File: config.mk
export PLATFORM = sky130hd
export DESIGN_NAME = uart_rx_fifo
export DESIGN_NICKNAME = d
export VERILOG_FILES = /design/src/rtl/uart_rx_fifo.sv
export SDC_FILE = /design/constraint.sdc
export NUM_CORES = 1
export LEC_CHECK = 0
export CAP_MARGIN = 20
export CORE_AREA = 5 5 121 77
export CTS_CLUSTER_SIZE = 14
export DETAILED_ROUTE_END_ITERATION = 7
export DIE_AREA = 0 0 126 82
export PLACE_DENSITY = 0.59
export SKIP_CTS_REPAIR_TIMING = 1
export SYNTH_ARGS = -nofsm -noshare
export SYNTH_HDL_FRONTEND = slang
export SYNTH_SLANG_ARGS = --single-unit
File: constraint.sdc
create_clock -name clk -period 3.1 [get_ports clk]
set_input_delay 0.62 -clock clk [delete_from_list [all_inputs] [get_ports clk]]
set_output_delay 0.62 -clock clk [all_outputs]
set_load 0.02 [all_outputs]
File: src/rtl/uart_rx_fifo.sv
// UART receiver with 16x oversampling and 3-sample majority vote, feeding a small
// valid/ready FIFO; sticky parity, framing and overrun flags.
module uart_rx_fifo #(
    parameter int unsigned DEPTH = 4,
    parameter int unsigned AW    = 2
) (
    input  logic       clk,
    input  logic       rst,
    input  logic       tick16,
    input  logic [1:0] cfg_len,
    input  logic       cfg_par_en,
    input  logic       cfg_par_even,
    input  logic       cfg_stop2,
    input  logic       rx_sn,
    output logic [7:0] rd_data,
    output logic       rd_valid,
    input  logic       rd_ready,
    output logic       rx_busy,
    output logic       err_parity,
    output logic       err_frame,
    output logic       err_overrun,
    input  logic       err_clr
);

    localparam int unsigned CW       = 4;
    localparam int unsigned DW       = 8;
    localparam logic [AW:0] FULL_CNT = (AW + 1)'(DEPTH);

    typedef enum logic [2:0] {
        S_IDLE,
        S_START,
        S_DATA,
        S_PARITY,
        S_STOP,
        S_WAIT_HI
    } state_t;

    typedef struct packed {
        logic [1:0] len;
        logic       par_en;
        logic       par_even;
        logic       stop2;
    } frame_cfg_t;

    state_t          state_q, state_d;
    logic [CW-1:0]   cnt_q, cnt_d;
    logic [2:0]      bit_idx_q, bit_idx_d;
    logic [DW-1:0]   data_q, data_d;
    logic [1:0]      samp_q, samp_d;
    logic            perr_q, perr_d;
    logic            stop2nd_q, stop2nd_d;
    frame_cfg_t      cfg_q, cfg_d;

    logic            rx_meta, rx_s;
    logic            vote_c;
    logic [2:0]      last_idx_c;
    logic            push_c, set_perr_c, set_ferr_c;

    logic [DW-1:0]   mem [DEPTH];
    logic [AW-1:0]   wr_ptr_q, rd_ptr_q;
    logic [AW:0]     count_q;
    logic            full_c, pop_c, do_push_c, overrun_c;

    // Two-flop synchroniser; idles high so reset never looks like a start bit
    always_ff @(posedge clk or posedge rst) begin
        if (rst) begin
            rx_meta <= 1'b1;
            rx_s    <= 1'b1;
        end else begin
            rx_meta <= rx_sn;
            rx_s    <= rx_meta;
        end
    end

    assign vote_c     = (samp_q[0] & samp_q[1]) | (samp_q[0] & rx_s) | (samp_q[1] & rx_s);
    assign last_idx_c = 3'(3'd4 + 3'(cfg_q.len));

    always_ff @(posedge clk or posedge rst) begin
        if (rst) begin
            state_q   <= S_IDLE;
            cnt_q     <= '0;
            bit_idx_q <= '0;
            data_q    <= '0;
            samp_q    <= '0;
            perr_q    <= 1'b0;
            stop2nd_q <= 1'b0;
            cfg_q     <= '0;
        end else begin
            state_q   <= state_d;
            cnt_q     <= cnt_d;
            bit_idx_q <= bit_idx_d;
            data_q    <= data_d;
            samp_q    <= samp_d;
            perr_q    <= perr_d;
            stop2nd_q <= stop2nd_d;
            cfg_q     <= cfg_d;
        end
    end

    // Next-state and frame datapath; decisions at cnt 9 (vote) and cnt 15 (bit end)
    always_comb begin
        state_d    = state_q;
        cnt_d      = cnt_q;
        bit_idx_d  = bit_idx_q;
        data_d     = data_q;
        samp_d     = samp_q;
        perr_d     = perr_q;
        stop2nd_d  = stop2nd_q;
        cfg_d      = cfg_q;
        push_c     = 1'b0;
        set_perr_c = 1'b0;
        set_ferr_c = 1'b0;

        if (tick16 && state_q != S_IDLE && state_q != S_WAIT_HI) begin
            cnt_d = cnt_q + 4'd1;
            if (cnt_q == 4'd7) samp_d[0] = rx_s;
            if (cnt_q == 4'd8) samp_d[1] = rx_s;
        end

        case (state_q)
            S_IDLE: begin
                if (!rx_s) begin
                    state_d   = S_START;
                    cnt_d     = '0;
                    bit_idx_d = '0;
                    data_d    = '0;
                    perr_d    = 1'b0;
                    stop2nd_d = 1'b0;
                    cfg_d     = '{len: cfg_len, par_en: cfg_par_en,
                                  par_even: cfg_par_even, stop2: cfg_stop2};
                end
            end
            S_START: begin
                if (tick16) begin
                    if (cnt_q == 4'd9 && vote_c) begin
                        state_d = S_IDLE;
                        cnt_d   = '0;
                    end else if (cnt_q == 4'd15) begin
                        state_d   = S_DATA;
                        bit_idx_d = '0;
                    end
                end
            end
            S_DATA: begin
                if (tick16) begin
                    if (cnt_q == 4'd9) data_d[bit_idx_q] = vote_c;
                    if (cnt_q == 4'd15) begin
                        if (bit_idx_q == last_idx_c) begin
                            state_d = cfg_q.par_en ? S_PARITY : S_STOP;
                        end else begin
                            bit_idx_d = bit_idx_q + 3'd1;
                        end
                    end
                end
            end
            S_PARITY: begin
                if (tick16) begin
                    if (cnt_q == 4'd9) perr_d = vote_c ^ (^data_q) ^ ~cfg_q.par_even;
                    if (cnt_q == 4'd15) state_d = S_STOP;
                end
            end
            S_STOP: begin
                if (tick16) begin
                    if (cnt_q == 4'd9) begin
                        if (!vote_c) begin
                            set_ferr_c = 1'b1;
                            state_d    = S_WAIT_HI;
                        end else if (!(cfg_q.stop2 && !stop2nd_q)) begin
                            // Frame ends mid-stop so the next start edge is never missed
                            push_c     = ~perr_q;
                            set_perr_c = perr_q;
                            state_d    = S_IDLE;
                            cnt_d      = '0;
                        end
                    end else if (cnt_q == 4'd15) begin
                        stop2nd_d = 1'b1;
                    end
                end
            end
            S_WAIT_HI: begin
                if (rx_s) begin
                    state_d = S_IDLE;
                    cnt_d   = '0;
                end
            end
            default: begin
                state_d = S_IDLE;
                cnt_d   = '0;
            end
        endcase
    end

    assign full_c    = (count_q == FULL_CNT);
    assign pop_c     = rd_valid & rd_ready;
    assign do_push_c = push_c & (~full_c | pop_c);
    assign overrun_c = push_c & full_c & ~pop_c;

    always_ff @(posedge clk) begin
        if (do_push_c) mem[wr_ptr_q] <= data_q;
    end

    // FIFO pointers and occupancy; simultaneous push/pop leaves count unchanged
    always_ff @(posedge clk or posedge rst) begin
        if (rst) begin
            wr_ptr_q <= '0;
            rd_ptr_q <= '0;
            count_q  <= '0;
        end else begin
            if (do_push_c) wr_ptr_q <= wr_ptr_q + AW'(1);
            if (pop_c)     rd_ptr_q <= rd_ptr_q + AW'(1);
            if (do_push_c && !pop_c)      count_q <= count_q + (AW + 1)'(1);
            else if (pop_c && !do_push_c) count_q <= count_q - (AW + 1)'(1);
        end
    end

    // Sticky flags: a new error in the same cycle as err_clr keeps the flag set
    always_ff @(posedge clk or posedge rst) begin
        if (rst) begin
            err_parity  <= 1'b0;
            err_frame   <= 1'b0;
            err_overrun <= 1'b0;
        end else begin
            err_parity  <= set_perr_c | (err_parity  & ~err_clr);
            err_frame   <= set_ferr_c | (err_frame   & ~err_clr);
            err_overrun <= overrun_c  | (err_overrun & ~err_clr);
        end
    end

    assign rd_valid = (count_q != '0);
    assign rd_data  = rd_valid ? mem[rd_ptr_q] : '0;
    assign rx_busy  = (state_q != S_IDLE);

endmodule

* After elaboration in Yosys (flattened, before gate mapping) *
Memories as Yosys holds them, arrays and structs flattened.
Index checks and enable logic that the tools add are counted.

cells by class
  add/subtract/negate cells = 7
  $lt $le $gt $ge = 2
  equal/unequal tests = 31
  multiplexer cells = 68
  bitwise operators = 24
  reductions and logical operators = 28

operators by type and width
  kind                                                                   number
  3-bit two-way mux                                                      24
  4-bit two-way mux                                                      9
  2-bit inequality test, second input constant                           17
  8-bit two-way mux                                                      4
  1-bit two-way mux                                                      23
  4-bit one-hot mux with 5 select lines                                  1
  3-bit one-hot mux with 6 select lines                                  1
  8-bit one-hot mux with 2 select lines                                  1
  4-bit equality test, second input constant                             3
  12-bit AND reduction                                                   1
  1-bit AND                                                              10
  3-bit equality test, second input constant                             3
  3-bit inequality test, second input constant                           3
  3-bit one-hot mux with 3 select lines                                  1
  3-bit nonzero test                                                     3
  8-bit bitwise mux                                                      1
  4-bit AND reduction                                                    2
  8-bit AND reduction                                                    1
  2-bit nonzero test                                                     4
  8-bit XOR reduction                                                    1
  1-bit logical AND                                                      7
  3-bit by 1-bit adder with 3-bit output, second input constant          2
  3-bit by 2-bit equality test with 1-bit output, second input constant  2
  1-bit inverter                                                         6
  other kinds (18)                                                       30

word-level totals
  flip-flop bits (word level) = 39
  bits in writable memories = 32
  bits of input ports = 11
  output and inout port bits = 13
  logic and storage cells = 181
  memories = 1

memories
  name  depth  bits a word  read ports  clocked after Yosys merged registers in  write ports  RTL line  source
  mem   4      8            1           0                                        1            59        logic [DW-1:0] mem [DEPTH];

* Depth between registers and ports, before layout *
  depth after elaboration = 12
  gate-level depth with buffers = 14
  mapped depth without buffers = 12

* Worst setup path before layout *
No wires, ideal clock.

  path kind = flip-flop to flip-flop
  start point = reg cnt_q[1]
  end point = reg count_q[2]
  setup time = 0.079 ns
  arrival time = 2.431 ns
  required time = 3.021 ns
  path slack = 0.590 ns
  cell stages (with the launch flop) = 15
  buffers on the path = 2
  clock period less this slack = 2.510 ns
  path through = dfrtp_1 -> inv_1 -> ha_1 -> and3b_1 -> buf_4 -> nand2_4 -> nor4_2 -> and2b_1 -> buf_6 -> ha_1 -> inv_1 -> fa_1 -> xor2_1 -> nor2_1 -> xor2_1

on the way
  longest elaborated chain between the ends = 8
  elaborated cells between the ends (all ways) = 10
  those cells by class = 1 x eq/ne; 4 x mux; 1 x bitwise; 4 x reduce/logical

RTL lines
  item                                 RTL line  source
  start: declaration                   46        logic [CW-1:0] cnt_q, cnt_d;
  start signal: assignment             90        cnt_q <= cnt_d;
  4-bit equality test (*)              164       if (cnt_q == 4'd9) begin
  1-bit two-way mux (*)                164
  1-bit two-way mux (*)                163       if (tick16) begin
  1-bit two-way mux (*)                120       case (state_q)
  1-bit AND (*)                        195       assign do_push_c = push_c & (~full_c | pop_c);
  via do_push_c                        62        logic full_c, pop_c, do_push_c, overrun_c;
  1-bit zero test                      212       else if (pop_c && !do_push_c) count_q <= count_q - (AW + 1)'(1);
  1-bit logical AND                    212
  2-bit nonzero test (no source line)  n/a
  end signal: assignment               211       if (do_push_c && !pop_c) count_q <= count_q + (AW + 1)'(1);
  end signal: assignment               212
  end: declaration                     61        logic [AW:0] count_q;

Mark *: on every way through the listed nets, which the timed path passes. The rest lies on a longest branch.
A chain may end at the register's enable or synchronous reset.

* Final worst setup path *
  start point = reg rd_ptr_q[0]
  end point = out rd_data[6]

on the way
  longest elaborated chain between the ends = 2

RTL lines
  item                      RTL line  source
  start: declaration        60        logic [AW-1:0] wr_ptr_q, rd_ptr_q;
  start signal: assignment  210       if (pop_c) rd_ptr_q <= rd_ptr_q + AW'(1);
  memory 4 x 8 bit          n/a
  8-bit two-way mux         230       assign rd_data = rd_valid ? mem[rd_ptr_q] : '0;
  end: declaration          15        output logic [7:0] rd_data,

No other way between the ends.

==> report_table.html <==
<table>
<tr><th>Metric</th><th>Value</th></tr>
<tr><th colspan="2">Drt</th></tr>
<tr><td>Overall routed net length</td><td>between 6000 and 7000 um</td></tr>
<tr><td>Residual antenna-violating net count after detailed routing</td><td>0</td></tr>
<tr><td>Detailed Routing Iterations Pass 1</td><td>4</td></tr>
<tr><td>Via density per instance</td><td>5.15</td></tr>
<tr><td>Iteration-0 DRC Markers</td><td>between 150 and 200</td></tr>
<tr><td>Routed len/inst</td><td>roughly 15 um</td></tr>
<tr><td>Total via count after detailed routing</td><td>between 2,000 and 2,500</td></tr>
<tr><td>DRC violations left</td><td>0</td></tr>
<tr><th colspan="2">Power and ir drop</th></tr>
<tr><td>Fraction of power spent switching nets</td><td>0.330</td></tr>
<tr><td>Combinational share of power</td><td>0.372</td></tr>
<tr><td>Largest vdd supply drop</td><td>about 0.33 mV</td></tr>
<tr><td>Clock network fraction of design power</td><td>0.293</td></tr>
<tr><td>Psw</td><td>approximately 1.2 mW</td></tr>
<tr><td>Internal Dissipation</td><td>2.48 mW</td></tr>
<tr><td>Part of the total power dissipated in sequential elements</td><td>0.335</td></tr>
<tr><td>Leak</td><td>between 1.5 and 2 nW</td></tr>
<tr><td>Power Dens Cells</td><td>slightly below 900 nW/um2</td></tr>
<tr><th colspan="2">Min path</th></tr>
<tr><td>Hold Crit Class</td><td>register to register</td></tr>
<tr><td>Number of stages on the worst hold path</td><td>0</td></tr>
<tr><th colspan="2">Yosys</th></tr>
<tr><td>Fraction of registers with async set/reset</td><td>0.549</td></tr>
<tr><td>Xor and xnor fraction of the mapped netlist area</td><td>0.0495</td></tr>
<tr><td>Avg Synthesized Cell Area</td><td>approximately 12 um2</td></tr>
<tr><td>Count of cell types in the netlist</td><td>54</td></tr>
<tr><td>Post-synth top flop</td><td>sky130_fd_sc_hd__dfrtp_1</td></tr>
<tr><td>Post-synthesis net count</td><td>between 300 and 400</td></tr>
<tr><td>Synthesized flop and latch total</td><td>71</td></tr>
<tr><td>Compound-cell area share of the yosys netlist</td><td>0.0987</td></tr>
<tr><td>Cell types occupying the most area after synthesis</td><td>sky130_fd_sc_hd__edfxtp_1, sky130_fd_sc_hd__dfrtp_1, sky130_fd_sc_hd__mux4_2</td></tr>
<tr><td>Total number of yosys warnings</td><td>0</td></tr>
<tr><td>Number of enable flip-flop cells after synthesis</td><td>32</td></tr>
<tr><td>Adder-Cell Fraction of Synth Area</td><td>0.0414</td></tr>
<tr><td>Sequential share of the synthesized area</td><td>0.548</td></tr>
<tr><td>Most area-hungry cell type in the Yosys netlist</td><td>sky130_fd_sc_hd__edfxtp_1</td></tr>
<tr><td>Syn Inst Count</td><td>~290</td></tr>
<tr><td>Multiplexer fraction of the synthesized cell area</td><td>0.0892</td></tr>
<tr><td>Largest family of logic cells by synthesized area</td><td>simple AND/OR/NAND/NOR gates</td></tr>
<tr><td>Summed instance area of the synthesized netlist</td><td>3540 um2</td></tr>
<tr><td>Post-synthesis share of cell area spent on and, or, nand and nor gates</td><td>0.136</td></tr>
<tr><td>Area fraction of the dominant cell type after synthesis</td><td>0.272</td></tr>
<tr><th colspan="2">Clock network</th></tr>
<tr><td>Clock tree from TritonCTS</td><td>built</td></tr>
<tr><td>Total CTS buffers</td><td>9</td></tr>
<tr><td>Maximum level of the CTS H-tree</td><td>3</td></tr>
<tr><td>Clock latency at the later pin of the worst-skew pair</td><td>between 0.3 and 0.4 ns</td></tr>
<tr><td>Buffer depth of the longest clock path</td><td>2</td></tr>
<tr><td>Clk pin slew, worst setup/hold paths</td><td>around 0.060 ns</td></tr>
<tr><td>Clock root buffer master</td><td>sky130_fd_sc_hd__clkbuf_16</td></tr>
<tr><td>Clock sink count</td><td>~70</td></tr>
<tr><th colspan="2">Worst setup path</th></tr>
<tr><td>Crit path DAT</td><td>approximately 2.1 ns</td></tr>
<tr><td>Endpoint class of the critical path</td><td>primary output</td></tr>
<tr><td>Critical path peak fanout</td><td>10</td></tr>
<tr><td>Sort of element at the start of the critical path</td><td>register</td></tr>
<tr><td>Register-to-register path setup slack</td><td>~0.39 ns</td></tr>
<tr><td>Depth of the worst register-to-register path</td><td>12</td></tr>
<tr><td>Required time of the worst setup path</td><td>2.48 ns</td></tr>
<tr><td>Setup Crit Path Kind</td><td>register to primary output</td></tr>
<tr><th colspan="2">GRT</th></tr>
<tr><td>GR Util All Layers</td><td>0.145</td></tr>
<tr><td>Initial antenna violation count</td><td>0</td></tr>
<tr><td>Global routing met3 resource utilization</td><td>0.0552</td></tr>
<tr><td>Global route total overflow</td><td>0</td></tr>
<tr><td>Number of global-route vias before repair</td><td>2,207</td></tr>
<tr><td>Met1 demand-to-capacity share in global routing</td><td>0.209</td></tr>
<tr><td>Most Crowded Layer GR</td><td>met1</td></tr>
<tr><td>Pin count of the biggest net entering global routing</td><td>40</td></tr>
<tr><td>Met2 usage in global routing</td><td>0.202</td></tr>
<tr><td>Global-route wire length before repair</td><td>around 11,000 um</td></tr>
<tr><th colspan="2">STA</th></tr>
<tr><td>Unrepaired setup endpoints after global routing</td><td>no</td></tr>
<tr><td>Worst slew margin relative to its limit</td><td>0.658</td></tr>
<tr><td>Final Max Tran Viols</td><td>0</td></tr>
<tr><td>Slew at the pin closest to its max-slew limit</td><td>~0.51 ns</td></tr>
<tr><td>Fin crit share</td><td>0.878</td></tr>
<tr><td>Min Clock Period, post-route</td><td>2.72 ns</td></tr>
<tr><td>Final hold vios</td><td>0</td></tr>
<tr><td>Max Clock Skew</td><td>0.00597 ns</td></tr>
<tr><td>Setup violations, final</td><td>0</td></tr>
<tr><td>Peak clock frequency supported by timing</td><td>0.367 GHz</td></tr>
<tr><td>Post-Route Setup TNS</td><td>0 ns</td></tr>
<tr><th colspan="2">Floorplan</th></tr>
<tr><td>Top Ports</td><td>24</td></tr>
<tr><td>Area enclosed by the die boundary</td><td>between 10,000 and 15,000 um2</td></tr>
<tr><td>Number of placement rows</td><td>26</td></tr>
<tr><td>Total core area</td><td>about 8200 um2</td></tr>
<tr><td>Floorplan die height</td><td>a little over 80 um</td></tr>
<tr><td>Initial cell density of the core</td><td>0.431</td></tr>
<tr><td>Die X</td><td>~130 um</td></tr>
<tr><th colspan="2">Outcome</th></tr>
<tr><td>Run status</td><td>complete, no violations</td></tr>
<tr><th colspan="2">Cells and area</th></tr>
<tr><td>Number of inserted diodes</td><td>0</td></tr>
<tr><td>Area added between synthesis and finish</td><td>19.1%</td></tr>
<tr><td>Layout Nets</td><td>338</td></tr>
<tr><td>Commonest cells after routing, fill and taps aside</td><td>sky130_fd_sc_hd__dfrtp_1, sky130_fd_sc_hd__edfxtp_1, sky130_fd_sc_hd__clkdlybuf4s50_1, sky130_fd_sc_hd__o21ai_1, sky130_fd_sc_hd__nand2_1</td></tr>
<tr><td>Final cell area excluding filler cells</td><td>4210 um2</td></tr>
<tr><td>Commonest non-fill, non-tap cell in the layout</td><td>sky130_fd_sc_hd__dfrtp_1</td></tr>
<tr><td>Filler cell count in the final layout</td><td>720</td></tr>
<tr><td>Fraction of layout cells with a size suffix above 1</td><td>0.158</td></tr>
<tr><th colspan="2">Place</th></tr>
<tr><td>Total placed instance area</td><td>between 3000 and 4000 um2</td></tr>
<tr><td>Port-buffer cells</td><td>23</td></tr>
<tr><td>Detailed-placement wirelength estimate</td><td>slightly below 5000 um</td></tr>
<tr><td>Final GP Congestion</td><td>about 0.86</td></tr>
<tr><th colspan="2">Job</th></tr>
<tr><td>Max-cap violations</td><td>0</td></tr>
</table>
## final timing paths
path / endpoint / from
max: rd_data[6] / rd_ptr_q[0]
min: rx_s / rx_meta
max reg2reg: count_q[2] / cnt_q[1]
min reg2reg: rx_s / rx_meta
max in group asynchronous: rx_s / rst
min in group asynchronous: count_q[0] / rst
## cells in the mapped netlist, drive strengths merged, types with 4 or more instances
master and number:
mux4 8, a31oi 5, o21ai 24, ha 9
clkbuf 4, nor2b 4, nand2 20, xnor2 14
nand3 4, nand2b 8, nor2 15, edfxtp 32
inv 12, mux2 12, and2 15, dfrtp 37
buf 10, xor2 6, a21oi 8
## worst max-delay path: stages, from the launching register on
cell and delay, ns:
sky130_fd_sc_hd__dfrtp_1 0.32, sky130_fd_sc_hd__buf_4 0.22, sky130_fd_sc_hd__mux4_2 0.53, sky130_fd_sc_hd__and2_1 0.17, sky130_fd_sc_hd__clkdlybuf4s50_1 0.53
## logic make-up after synthesis
| group | after synthesis |
|---|---|
| simple gates | 85 |
| flops | 71 |
| compound gates | 55 |
| buf+inv | 26 |
| xor+xnor | 20 |
| mux | 20 |
| fa+ha+maj | 11 |
## flip-flops by register name, indices dropped and copies added, names as in the netlist
| register | count |
|---|---|
| cfg_q | 5 |
| rx_s | 1 |
| rx_meta | 1 |
| stop2nd_q | 1 |
| samp_q | 2 |
| err_frame | 1 |
| wr_ptr_q | 2 |
| rd_ptr_q | 2 |
| count_q | 3 |
| bit_idx_q | 3 |
| err_parity | 1 |
| perr_q | 1 |
| state_q | 3 |
| mem | 32 |
| err_overrun | 1 |
| cnt_q | 4 |
| data_q | 8 |
## layer usage
| layer | vias to the layer above | routed length, um |
|---|---|---|
| met4 | 0 | 24 |
| met1 | 1076 | 3530 |
| met3 | 2 | 373 |
| li1 | 1103 | - |
| met5 | - | 0 |
| met2 | 53 | 2770 |
## power groups by stage
stage | registers (mW) | logic, mW | clock network (mW)
floorplan | 1.19 | 1.03 | 0
finish | 1.24 | 1.38 | 1.09
global route | 1.26 | 1.52 | 1.16
detailed placement | 1.26 | 1.38 | 0
global placement | 1.26 | 1.37 | 0
CTS | 1.24 | 1.39 | 1.11
## stage by stage
stage / util / total power [mW] / setup WS, ns / hold WS (ns) / std cells
6_report: 0.514 / 3.70 / 0.378 / 0.356 / 434
5_1_grt: 0.514 / 3.94 / 0.195 / 0.361 / 434
4_1_cts: 0.514 / 3.74 / 0.337 / 0.356 / 434
3_5_place_dp: 0.474 / 2.64 / 0.275 / 0.348 / 418
3_3_place_gp: 0.474 / 2.62 / 0.322 / 0.348 / 418
2_1_floorplan: - / 2.22 / 0.590 / 0.345 / 288
## area by class of cell
type	instances	area, um2	share of cell area
Sequential cell	71	1940	0.461
Multi-Input combinational cell	191	1470	0.348
Timing Repair Buffer	32	298	0.0707
Clock buffer	9	225	0.0535
Tap cell	112	140	0.0333
Clock inverter	7	96.3	0.0229
Inverter	12	45.0	0.0107
Note: power is estimated with default switching activity, not from simulation.
